File: config.mk
export PLATFORM = sky130hd
export DESIGN_NAME = add_multi_stream_flat
export DESIGN_NICKNAME = d
export VERILOG_FILES = /design/src/rtl/mvu_pkg.sv /design/src/rtl/add_multi_stream_if.sv /design/src/rtl/add_tree_pipe.sv /design/src/rtl/add_multi_stream.sv /design/src/flat_wrapper.sv
export SDC_FILE = /design/constraint.sdc
export NUM_CORES = 1
export LEC_CHECK = 0
export CELL_PAD_IN_SITES_DETAIL_PLACEMENT = 1
export CELL_PAD_IN_SITES_GLOBAL_PLACEMENT = 1
export CORE_ASPECT_RATIO = 0.5
export CORE_MARGIN = 4
export CORE_UTILIZATION = 46
export CTS_BUF_LIST = sky130_fd_sc_hd__clkbuf_8
export DETAILED_ROUTE_END_ITERATION = 10
export GPL_TIMING_DRIVEN = 0
export PLACE_DENSITY = 0.9
export SYNTH_ARGS = -nofsm -noshare
export SYNTH_HDL_FRONTEND = slang
export SYNTH_HIERARCHICAL = 1
export SYNTH_SLANG_ARGS = --single-unit
export TNS_END_PERCENT = 30
File: constraint.sdc
create_clock -name clk -period 6.2 [get_ports clk]
set_input_delay 1.24 -clock clk [delete_from_list [all_inputs] [get_ports clk]]
set_output_delay 1.24 -clock clk [all_outputs]
set_load 0.01 [all_outputs]
File: src/rtl/mvu_pkg.sv
// Shared MVU helpers: result-width calculation for adder trees plus the
// configuration record and register-placement rule of the streaming adder.
package mvu_pkg;

  // Elaboration-time configuration of one add_multi_stream instance.
  typedef struct packed {
    int     n;
    int     arg_width;
    longint arg_lo;
    longint arg_hi;
    int     depth;
    int     acc_width;
  } add_multi_stream_cfg_t;

  // Bits needed to hold the sum of n addends in [arg_lo, arg_hi].
  // arg_hi == 0 means the full arg_width range; arg_lo < 0 means signed.
  function automatic int sumwidth(int n, int arg_width, longint arg_lo, longint arg_hi);
    longint hi;
    longint smin;
    longint smax;
    int     w;
    if (arg_hi != 0)     hi = arg_hi;
    else if (arg_lo < 0) hi = (longint'(1) << (arg_width - 1)) - 1;
    else                 hi = (longint'(1) << arg_width) - 1;
    smax = longint'(n) * hi;
    smin = longint'(n) * arg_lo;
    w = 1;
    if (arg_lo < 0) begin
      while ((smin < -(longint'(1) << (w - 1))) || (smax > (longint'(1) << (w - 1)) - 1)) w++;
    end else begin
      while (smax > (longint'(1) << w) - 1) w++;
    end
    return w;
  endfunction

  // True when a register follows tree level `level` (1 = first adder level,
  // l_total = root). The d registers are spread as evenly as possible, with
  // the last one always directly behind the root.
  function automatic bit tree_reg_level(int level, int l_total, int d);
    if (l_total == 0 || level < 1 || level > l_total) return 1'b0;
    return ((level * d) / l_total) > (((level - 1) * d) / l_total);
  endfunction

endpackage

File: src/rtl/add_multi_stream_if.sv
// Input beat stream and output result stream of add_multi_stream.
interface add_multi_stream_if #(
  parameter int N         = 8,
  parameter int ARG_WIDTH = 8,
  parameter int ACC_WIDTH = 32
);
  // Handshake: a beat/result moves when valid && ready are both high at a
  // rising clock edge. A valid producer holds its data stable until that
  // edge; ready may depend combinationally on the consumer side (irdy
  // follows ordy in the same cycle).
  logic [N-1:0][ARG_WIDTH-1:0] idat;
  logic                        ilast;
  logic                        ivld;
  logic                        irdy;
  logic [ACC_WIDTH-1:0]        odat;
  logic                        ovld;
  logic                        ordy;

  modport master (output idat, ilast, ivld, ordy, input irdy, odat, ovld);
  modport slave  (input idat, ilast, ivld, ordy, output irdy, odat, ovld);
endinterface

File: src/rtl/add_tree_pipe.sv
// Enable-gated balanced adder tree with a matching valid/last sideband.
// Leaves are padded with zeros up to the next power of two; nodes live in a
// heap-ordered array (root at 1, children of k at 2k and 2k+1).
module add_tree_pipe
  import mvu_pkg::*;
#(
  parameter int N         = 8,
  parameter int ARG_WIDTH = 8,
  parameter int ARG_LO    = 0,
  parameter int ARG_HI    = 0,
  parameter int DEPTH     = 2,
  parameter int SW        = 11
) (
  input  logic                        clk,
  input  logic                        rst,
  input  logic                        en,
  input  logic [N-1:0][ARG_WIDTH-1:0] arg,
  input  logic                        vld_i,
  input  logic                        last_i,
  output logic [SW-1:0]               sum,
  output logic                        vld_o,
  output logic                        last_o
);
  localparam int L   = $clog2(N);
  localparam int NP  = 1 << L;
  localparam int D   = (DEPTH < 0) ? 0 : ((DEPTH < L) ? DEPTH : L);
  localparam bit SGN = (ARG_LO < 0);

  logic [SW-1:0] node [1:2*NP-1];

  for (genvar i = 0; i < NP; i++) begin : g_leaf
    if (i < N) begin : g_arg
      if (SGN) begin : g_s
        assign node[NP+i] = SW'($signed(arg[i]));
      end else begin : g_u
        assign node[NP+i] = SW'(arg[i]);
      end
    end else begin : g_pad
      assign node[NP+i] = '0;
    end
  end

  for (genvar l = 1; l <= L; l++) begin : g_lvl
    for (genvar i = 0; i < (1 << (L - l)); i++) begin : g_node
      localparam int K  = (1 << (L - l)) + i;
      localparam int NL = ((1 << l) < N) ? (1 << l) : N;
      localparam int LW = sumwidth(NL, ARG_WIDTH, ARG_LO, ARG_HI);
      logic [LW-1:0] s;
      logic [SW-1:0] s_ext;
      // Node adder runs at the width its leaf count needs.
      assign s = LW'(node[2*K]) + LW'(node[2*K+1]);
      if (SGN) begin : g_s
        assign s_ext = SW'($signed(s));
      end else begin : g_u
        assign s_ext = SW'(s);
      end
      if (tree_reg_level(l, L, D)) begin : g_reg
        logic [SW-1:0] q;
        // Pipeline register behind this level; frozen during a stall.
        always_ff @(posedge clk) begin
          if (en) q <= s_ext;
        end
        assign node[K] = q;
      end else begin : g_comb
        assign node[K] = s_ext;
      end
    end
  end

  assign sum = node[1];

  if (D == 0) begin : g_nosb
    assign vld_o  = vld_i;
    assign last_o = last_i;
  end else begin : g_sb
    logic [D-1:0] vld_sr;
    logic [D-1:0] last_sr;
    // Valid/last travel alongside the data through the same D registers.
    always_ff @(posedge clk) begin
      if (rst) begin
        vld_sr  <= '0;
        last_sr <= '0;
      end else if (en) begin
        vld_sr[0]  <= vld_i;
        last_sr[0] <= last_i;
        for (int j = 1; j < D; j++) begin
          vld_sr[j]  <= vld_sr[j-1];
          last_sr[j] <= last_sr[j-1];
        end
      end
    end
    assign vld_o  = vld_sr[D-1];
    assign last_o = last_sr[D-1];
  end

endmodule

File: src/rtl/add_multi_stream.sv
// Streaming multi-lane adder: reduces N lanes per beat through a pipelined
// tree, then accumulates beats into one result per packet (ilast ends it).
// A single global enable stalls the whole pipeline while a result waits.
module add_multi_stream
  import mvu_pkg::*;
#(
  parameter int N         = 8,
  parameter int ARG_WIDTH = 8,
  parameter int ARG_LO    = 0,
  parameter int ARG_HI    = 0,
  parameter int DEPTH     = 2,
  parameter int ACC_WIDTH = 32
) (
  input logic              clk,
  input logic              rst,
  add_multi_stream_if.slave bus
);
  localparam int SW  = sumwidth(N, ARG_WIDTH, ARG_LO, ARG_HI);
  localparam bit SGN = (ARG_LO < 0);

  logic                 en;
  logic                 accept;
  logic [SW-1:0]        tree_sum;
  logic                 t_vld;
  logic                 t_last;
  logic [ACC_WIDTH-1:0] ext_sum;
  logic [ACC_WIDTH-1:0] acc_next;
  logic [ACC_WIDTH-1:0] acc_q;
  logic [ACC_WIDTH-1:0] odat_q;
  logic                 first_q;
  logic                 ovld_q;

  // Everything advances unless a finished result is blocked downstream.
  assign en       = !(ovld_q && !bus.ordy);
  assign bus.irdy = en && !rst;
  assign accept   = bus.ivld && bus.irdy;

  add_tree_pipe #(
    .N         (N),
    .ARG_WIDTH (ARG_WIDTH),
    .ARG_LO    (ARG_LO),
    .ARG_HI    (ARG_HI),
    .DEPTH     (DEPTH),
    .SW        (SW)
  ) u_tree (
    .clk    (clk),
    .rst    (rst),
    .en     (en),
    .arg    (bus.idat),
    .vld_i  (accept),
    .last_i (bus.ilast),
    .sum    (tree_sum),
    .vld_o  (t_vld),
    .last_o (t_last)
  );

  if (SGN) begin : g_ext_s
    assign ext_sum = ACC_WIDTH'($signed(tree_sum));
  end else begin : g_ext_u
    assign ext_sum = ACC_WIDTH'(tree_sum);
  end

  // Wraps modulo 2^ACC_WIDTH; the first beat of a packet ignores acc_q.
  assign acc_next = (first_q ? '0 : acc_q) + ext_sum;

  // Accumulator, packet-start flag and output register.
  always_ff @(posedge clk) begin
    if (rst) begin
      acc_q   <= '0;
      first_q <= 1'b1;
      odat_q  <= '0;
      ovld_q  <= 1'b0;
    end else begin
      if (ovld_q && bus.ordy) ovld_q <= 1'b0;
      if (en && t_vld) begin
        if (t_last) begin
          odat_q  <= acc_next;
          ovld_q  <= 1'b1;
          acc_q   <= '0;
          first_q <= 1'b1;
        end else begin
          acc_q   <= acc_next;
          first_q <= 1'b0;
        end
      end
    end
  end

  assign bus.odat = odat_q;
  assign bus.ovld = ovld_q;

endmodule

File: src/flat_wrapper.sv
// flat-port wrapper written by rule: the top's interface ports become plain ports
module add_multi_stream_flat import mvu_pkg::*;
#(
  parameter int N         = 8,
  parameter int ARG_WIDTH = 8,
  parameter int ARG_LO    = 0,
  parameter int ARG_HI    = 0,
  parameter int DEPTH     = 2,
  parameter int ACC_WIDTH = 32
)
  (clk, rst, bus_idat, bus_ilast, bus_ivld, bus_ordy, bus_irdy, bus_odat, bus_ovld);
  add_multi_stream_if #(.N(N), .ARG_WIDTH(ARG_WIDTH), .ACC_WIDTH(ACC_WIDTH)) bus_i ();
  input logic clk;
  input logic rst;
  input wire logic [$bits(bus_i.idat)-1:0] bus_idat;
  input wire logic [$bits(bus_i.ilast)-1:0] bus_ilast;
  input wire logic [$bits(bus_i.ivld)-1:0] bus_ivld;
  input wire logic [$bits(bus_i.ordy)-1:0] bus_ordy;
  output wire logic [$bits(bus_i.irdy)-1:0] bus_irdy;
  output wire logic [$bits(bus_i.odat)-1:0] bus_odat;
  output wire logic [$bits(bus_i.ovld)-1:0] bus_ovld;
  assign bus_i.idat = bus_idat;
  assign bus_i.ilast = bus_ilast;
  assign bus_i.ivld = bus_ivld;
  assign bus_i.ordy = bus_ordy;
  assign bus_irdy = bus_i.irdy;
  assign bus_odat = bus_i.odat;
  assign bus_ovld = bus_i.ovld;
  add_multi_stream #(.N(N), .ARG_WIDTH(ARG_WIDTH), .ARG_LO(ARG_LO), .ARG_HI(ARG_HI), .DEPTH(DEPTH), .ACC_WIDTH(ACC_WIDTH)) u_core (.clk(clk), .rst(rst), .bus(bus_i));
endmodule
==> results of run 1 <==
-- metrics by stage --
stage / cells / setup WS [ns] / cell area (sq um) / util
floorplan: 704 / 2.29 / 6550 / -
detailed placement: 998 / 1.51 / 7810 / 0.569
global route: 1014 / 1.43 / 7990 / 0.581
global placement: 998 / 1.71 / 7810 / 0.569
CTS: 1014 / 1.75 / 7990 / 0.581
finish: 1014 / 1.69 / 7990 / 0.581
-- registers in the layout (all words and copies together) (netlist names) --
name	count
u_core/u_tree/g_lvl.g_node.g_reg.q	20
u_core/bus.ovld	1
u_core/bus.odat	32
u_core/u_tree/g_sb.vld_sr	2
u_core/u_tree/sum	11
u_core/acc_q	32
u_core/first_q	1
u_core/u_tree/g_sb.last_sr	2
-- tightest hold or removal path, stage by stage (launching register included) --
cell and delay, ns:
dfxtp_1 0.32, nand2_1 0.05, o21ai_1 0.05
-- area by class of cell --
type	instances	area, sq um
repair buffers	102	1020
clock buffers	11	151
inverters	100	375
flip-flops and latches	101	2330
fillers	1593	5750
plain buffers	22	88.8
clock inverters	5	25.0
well taps	192	240
multi-input cells	481	3750
-- path summary, 6_finish.rpt --
kind,cells after the start,end,start,slack (ns)
worst min register to register,2,u_core/bus.odat[26]$_SDFFE_PP0P_,u_core/bus.odat[26]$_SDFFE_PP0P_,0.45
worst min-delay path,2,u_core/bus.odat[26]$_SDFFE_PP0P_,u_core/bus.odat[26]$_SDFFE_PP0P_,0.45
worst max register to register,12,u_core/acc_q[31]$_SDFFE_PP0P_,u_core/first_q$_SDFFE_PP1P_,1.69
worst max-delay path,12,u_core/acc_q[31]$_SDFFE_PP0P_,u_core/first_q$_SDFFE_PP1P_,1.69
-- power breakdown --
part | switching (uW) | internal (uW)
Clock | 227 | 165
Combinational | 513 | 445
Sequential | 51.1 | 852
-- cells in the final DEF, fill, tap and decap left out, types with 5 or more instances in the layout --
cell type,instances
a21o_1,10
a21oi_1,39
a22o_1,16
a22oi_1,6
a31oi_1,6
and3_1,11
clkbuf_1,18
clkbuf_8,11
clkdlybuf4s50_1,102
dfxtp_1,70
edfxtp_1,31
fa_1,34
ha_1,39
inv_1,100
mux2i_1,6
nand2_1,50
nand2b_1,6
nand3_1,9
nand4_1,5
nor2_1,46
nor2b_1,17
nor3_1,9
o2111ai_1,6
o21ai_0,46
or3_1,9
xnor2_1,30
xor2_1,17
-- cells by family (layout without fill, tap and decap cells) --
kind of cell | after synthesis | after routing
buf+inv | 122 | 240
mux | 7 | 7
fa+ha+maj | 73 | 73
flops | 101 | 101
simple gates | 190 | 190
compound gates | 164 | 164
xor+xnor | 47 | 47
-- routing by layer --
layer / vias up / share of wire
met5: - / 0
met4: 0 / 0.018
met3: 23 / 0.045
met2: 118 / 0.50
met1: 2625 / 0.44
li1: 2632 / -
==> results.cfg, run 1 <==
[grt]
grt_pass1_vias = 5842
busiest_layer = met2
met3_usage = 0.0424
grt_pass1_wl_microns = 27700
overflow = 0
grt.total_usage = 0.208
use_met2 = 0.381
met1_usage = 0.246
grt_max_degree = 36
grt_antenna_before_repair = 0

[yosys]
synth_area_leader_cell = dfxtp_1
synth_common_cells = inv_1, dfxtp_1, nand2_1
synth_ff_type = dfxtp_1
synthCells = 704
ys_seq_elements = 101
synth-xor-area-share = 0.0628
ys_top_cells_by_area = dfxtp_1, edfxtp_1, fa_1, ha_1, inv_1
synthSimpleGateAreaFrac = 0.156
synthAdderAreaFrac = 0.178
synth_nets = 846
yosysMostFrequentCell = inv_1
synthDistinctLibCells = 65
synth_area_per_cell_sq_um = 9.30
synth_top_family_by_area = adder cells
seq_area_frac_synth = 0.356
synth_enable_flop_cells = 31
synth-compound-area-share = 0.165
synth_top_area_share = 0.214
ys_warn_count = 6
async_flop_share = 0
synth.cell_area_sq_um = 6550
synth.mux.area_fraction = 0.0109

[detailed_routing]
ant_nets = 0
avgRoutedWirePerCell_microns = 16.4
drt_wl_total_microns = 16600
dr.pass1.iters = 4
via_per_inst = 5.32
drc = 0
via_count = 5398
drt_iter0_drc = 258

[floorplanning]
die_y_microns = 92.4
die-area_sq_um = 16300
die-width_microns = 177
start_util = 0.477
core_area_sq_um = 13700
io_pins = 103
num_rows = 30

[setup_path]
cp_max_fo = 10
arrival_ns = 4.83
path_cells = clkbuf_1 > buf_1 > clkbuf_1 > nor2b_1 > ha_1 > clkbuf_2 > nand3_1 > o221ai_1 > clkbuf_1 > o2111ai_1 > or3_1 > o21ai_0
cpMostUsedCell = clkbuf_1
cp-end-kind = register
crit_path_max_incr_delay_ns = 0.57
cp.required_ns = 6.52
critical_path_class = register to register
slowest_stage = buf_1
crit_path_start_kind = register
cp_top_family = buffers and inverters
critical_path_buf_inv_count = 5

[timing]
finClkSkew_ns = 0.0122
timing.hold.ws_ns = 0.453
fin_crit_sh = 0.728
setup_viol = 0
slew_violations = 0
finalCriticalPeriod_ns = 4.51
tightest_slew_ns = 1.32
final_hold_viol_count = 0
slew_headroom = 0.121
max_freq_mhz = 222
rsz0062_at_grt = no
setup_tns_ns = 0

[worst_hold_path]
hp-class = register to register

[clocking]
htreeDepth = 3
clkLatencyLatePin_ns = 0.38
cts_resized = 0
cts_buffer_depth = 2
numCtsBuffers = 9
cts_tree = built
holdBufCountCts = 0
root_buffer = clkbuf_8
postCtsSetupBuffers = 0
clock-sinks = 101
clk_pin_slew_ns = 0.10

[placed_design]
hpwl_microns = 13300
gp_congestion = 0.899
port_buffers = 102

[finish]
n_antenna_cell = 0
fin_nets = 959
area_delta_synth_final_pct = 21.9
drive_gt1_frac = 0.0499

[power_and_ir_drop]
cellLeakagePower_uw = 0.00333
fin_total_pwr_uw = 2250
cellPowerDensity_nw_per_um2 = 282
ir_worst_vdd_v = 0.000127

[job]
drv_cap = 0

[outcome]
status = complete, no violations
Note: power is estimated with default switching activity, not from simulation.
==> inputs of run 2 (changes only) <==
Settings changed: CORE_UTILIZATION 46 to 43, PLACE_DENSITY 0.9 to 0.85.
Clock period 6.2 ns to 4.5 ns, I/O delays scaled along.
==> run 2 against run 1 <==
  * Via count increased by 0.11%
  * Hold slack improved by 0.0034 ns
  * Combinational power increased by 40%
==> results.cfg, run 2 (same netlist as run 1, synthesis figures left out) <==
[floorplanning]
die-width_microns = 183
io_pins = 103
num_rows = 31
die-area_sq_um = 17400
die_y_microns = 95.3
start_util = 0.446
core_area_sq_um = 14700

[grt]
overflow = 0
grt_antenna_before_repair = 0
grt.total_usage = 0.196
grt_pass1_vias = 5821
grt_max_degree = 36
grt_pass1_wl_microns = 27500

[setup_path]
cp.required_ns = 4.81
critical_path_class = register to register
arrival_ns = 4.38
cp_max_fo = 10
cp-end-kind = register
critical_path_buf_inv_count = 5
slowest_stage = clkbuf_1
cp_top_family = buffers and inverters
path_cells = clkbuf_2 > clkbuf_2 > clkbuf_1 > nor2b_1 > ha_1 > clkbuf_2 > nand3_1 > o221ai_1 > clkbuf_1 > o2111ai_1 > or3_1 > o21ai_0
cpMostUsedCell = clkbuf_2
crit_path_max_incr_delay_ns = 0.47
crit_path_start_kind = register

[clocking]
postCtsSetupBuffers = 0
root_buffer = clkbuf_8
cts_tree = built
clkLatencyLatePin_ns = 0.38
clk_pin_slew_ns = 0.11
cts_buffer_depth = 2
numCtsBuffers = 9
htreeDepth = 3
clock-sinks = 101

[timing]
slew_violations = 0
slew_headroom = 0.311
finClkSkew_ns = 0.0170
finalCriticalPeriod_ns = 4.07
setup_tns_ns = 0
tightest_slew_ns = 1.03
fin_crit_sh = 0.904
final_hold_viol_count = 0
setup_viol = 0
max_freq_mhz = 246
rsz0062_at_grt = no

[power_and_ir_drop]
switchingPower_uw = 1140
power.share.sequential = 0.397
cellPowerDensity_nw_per_um2 = 391
sw_frac_of_total = 0.364
ir_worst_vdd_v = 0.000195
p_clk_frac = 0.177
pwr-share-comb = 0.426
cellLeakagePower_uw = 0.00334
p_int_uw = 1990

[finish]
drive_gt1_frac = 0.0547
fillers = 1700
final_cell_area_sq_um = 8030
final_common_cell = clkdlybuf4s50_1
n_antenna_cell = 0
final_cell_mix = clkdlybuf4s50_1, inv_1, dfxtp_1
area_delta_synth_final_pct = 22.6
fin_nets = 960
multi_input_comb_area_sq_um = 3750
seq_area_sq_um = 2330

[detailed_routing]
dr.pass1.iters = 4
drc = 0
ant_nets = 0
avgRoutedWirePerCell_microns = 16.5
via_count = 5404
via_per_inst = 5.29
drt_iter0_drc = 222
drt_wl_total_microns = 16900

[placed_design]
hpwl_microns = 13400
port_buffers = 102
gp_congestion = 0.854
dpl_cell_area_sq_um = 7820

[outcome]
status = complete, no violations

[worst_hold_path]
hp-class = register to register

[job]
drv_cap = 0
[run 2: cell types whose count changed in the layout (fill, tap and decap cells not counted), sizes merged]
cell | before | now
clkinvlp | 0 | 2
clkbuf | 30 | 29
clkinv | 4 | 2
inv | 101 | 103
[run 2: final timing paths]
path | slack, ns | depth (start not counted) | startpoint | endpoint
worst max register to register | 0.43 | 12 | u_core/first_q$_SDFFE_PP1P_ | u_core/acc_q[31]$_SDFFE_PP0P_
worst max-delay path | 0.43 | 12 | u_core/first_q$_SDFFE_PP1P_ | u_core/acc_q[31]$_SDFFE_PP0P_
worst min-delay path | 0.46 | 2 | u_core/bus.odat[26]$_SDFFE_PP0P_ | u_core/bus.odat[26]$_SDFFE_PP0P_
worst min register to register | 0.46 | 2 | u_core/bus.odat[26]$_SDFFE_PP0P_ | u_core/bus.odat[26]$_SDFFE_PP0P_
[run 2: per-layer routing]
layer,GRT usage,up-vias,part of all wire
met5,0,-,0
li1,-,2635,-
met3,0.0415,14,0.038
met4,0.0393,0,0.010
met1,0.225,2648,0.42
met2,0.382,107,0.53
[run 2: power by group through the flow]
stage	logic [uW]	clock network (uW)	registers (uW)
floorplan	1000	0	1230
global placement	1240	0	1260
detailed placement	1330	0	1270
CTS	1350	576	1250
global route	1510	610	1260
finish	1340	555	1240
[run 2: worst register-to-register path, delay by kind of cell (launching register included)]
family / cells / cell delay (ns)
AOI/OAI and AO/OA: 3 / 0.81
adders and majority gates: 1 / 0.29
DFF: 1 / 0.41
buffers and inverters: 5 / 1.75
and+or+nand+nor: 3 / 0.73
[run 2: per-stage QoR]
| step | cells | worst slack (ns) | hold slack [ns] | util | power (uW) |
|---|---|---|---|---|---|
| CTS | 1020 | 0.0174 | 0.467 | 0.544 | 3170 |
| finish | 1021 | 0.431 | 0.456 | 0.546 | 3140 |
| detailed placement | 1004 | 0.0786 | 0.445 | 0.532 | 2600 |
| floorplan | 704 | 0.933 | 0.441 | - | 2230 |
| global placement | 1004 | 0.274 | 0.434 | 0.532 | 2500 |
| global route | 1021 | 0.0930 | 0.479 | 0.546 | 3380 |
[run 2: area by class of cell]
cell class | instances | share of cell area
Tap cell | 198 | 0.0309
Sequential cell | 101 | 0.290
Clock buffer | 9 | 0.0154
Inverter | 100 | 0.0468
Clock inverter | 7 | 0.00701
Buffer | 22 | 0.0114
Multi-Input combinational cell | 481 | 0.468
Timing Repair Buffer | 103 | 0.131
[run 2: timing repair]
item                       4_1_cts  5_1_grt
hold buffers                     0        0
resized for setup                0        3
setup endpoints to repair        0       35
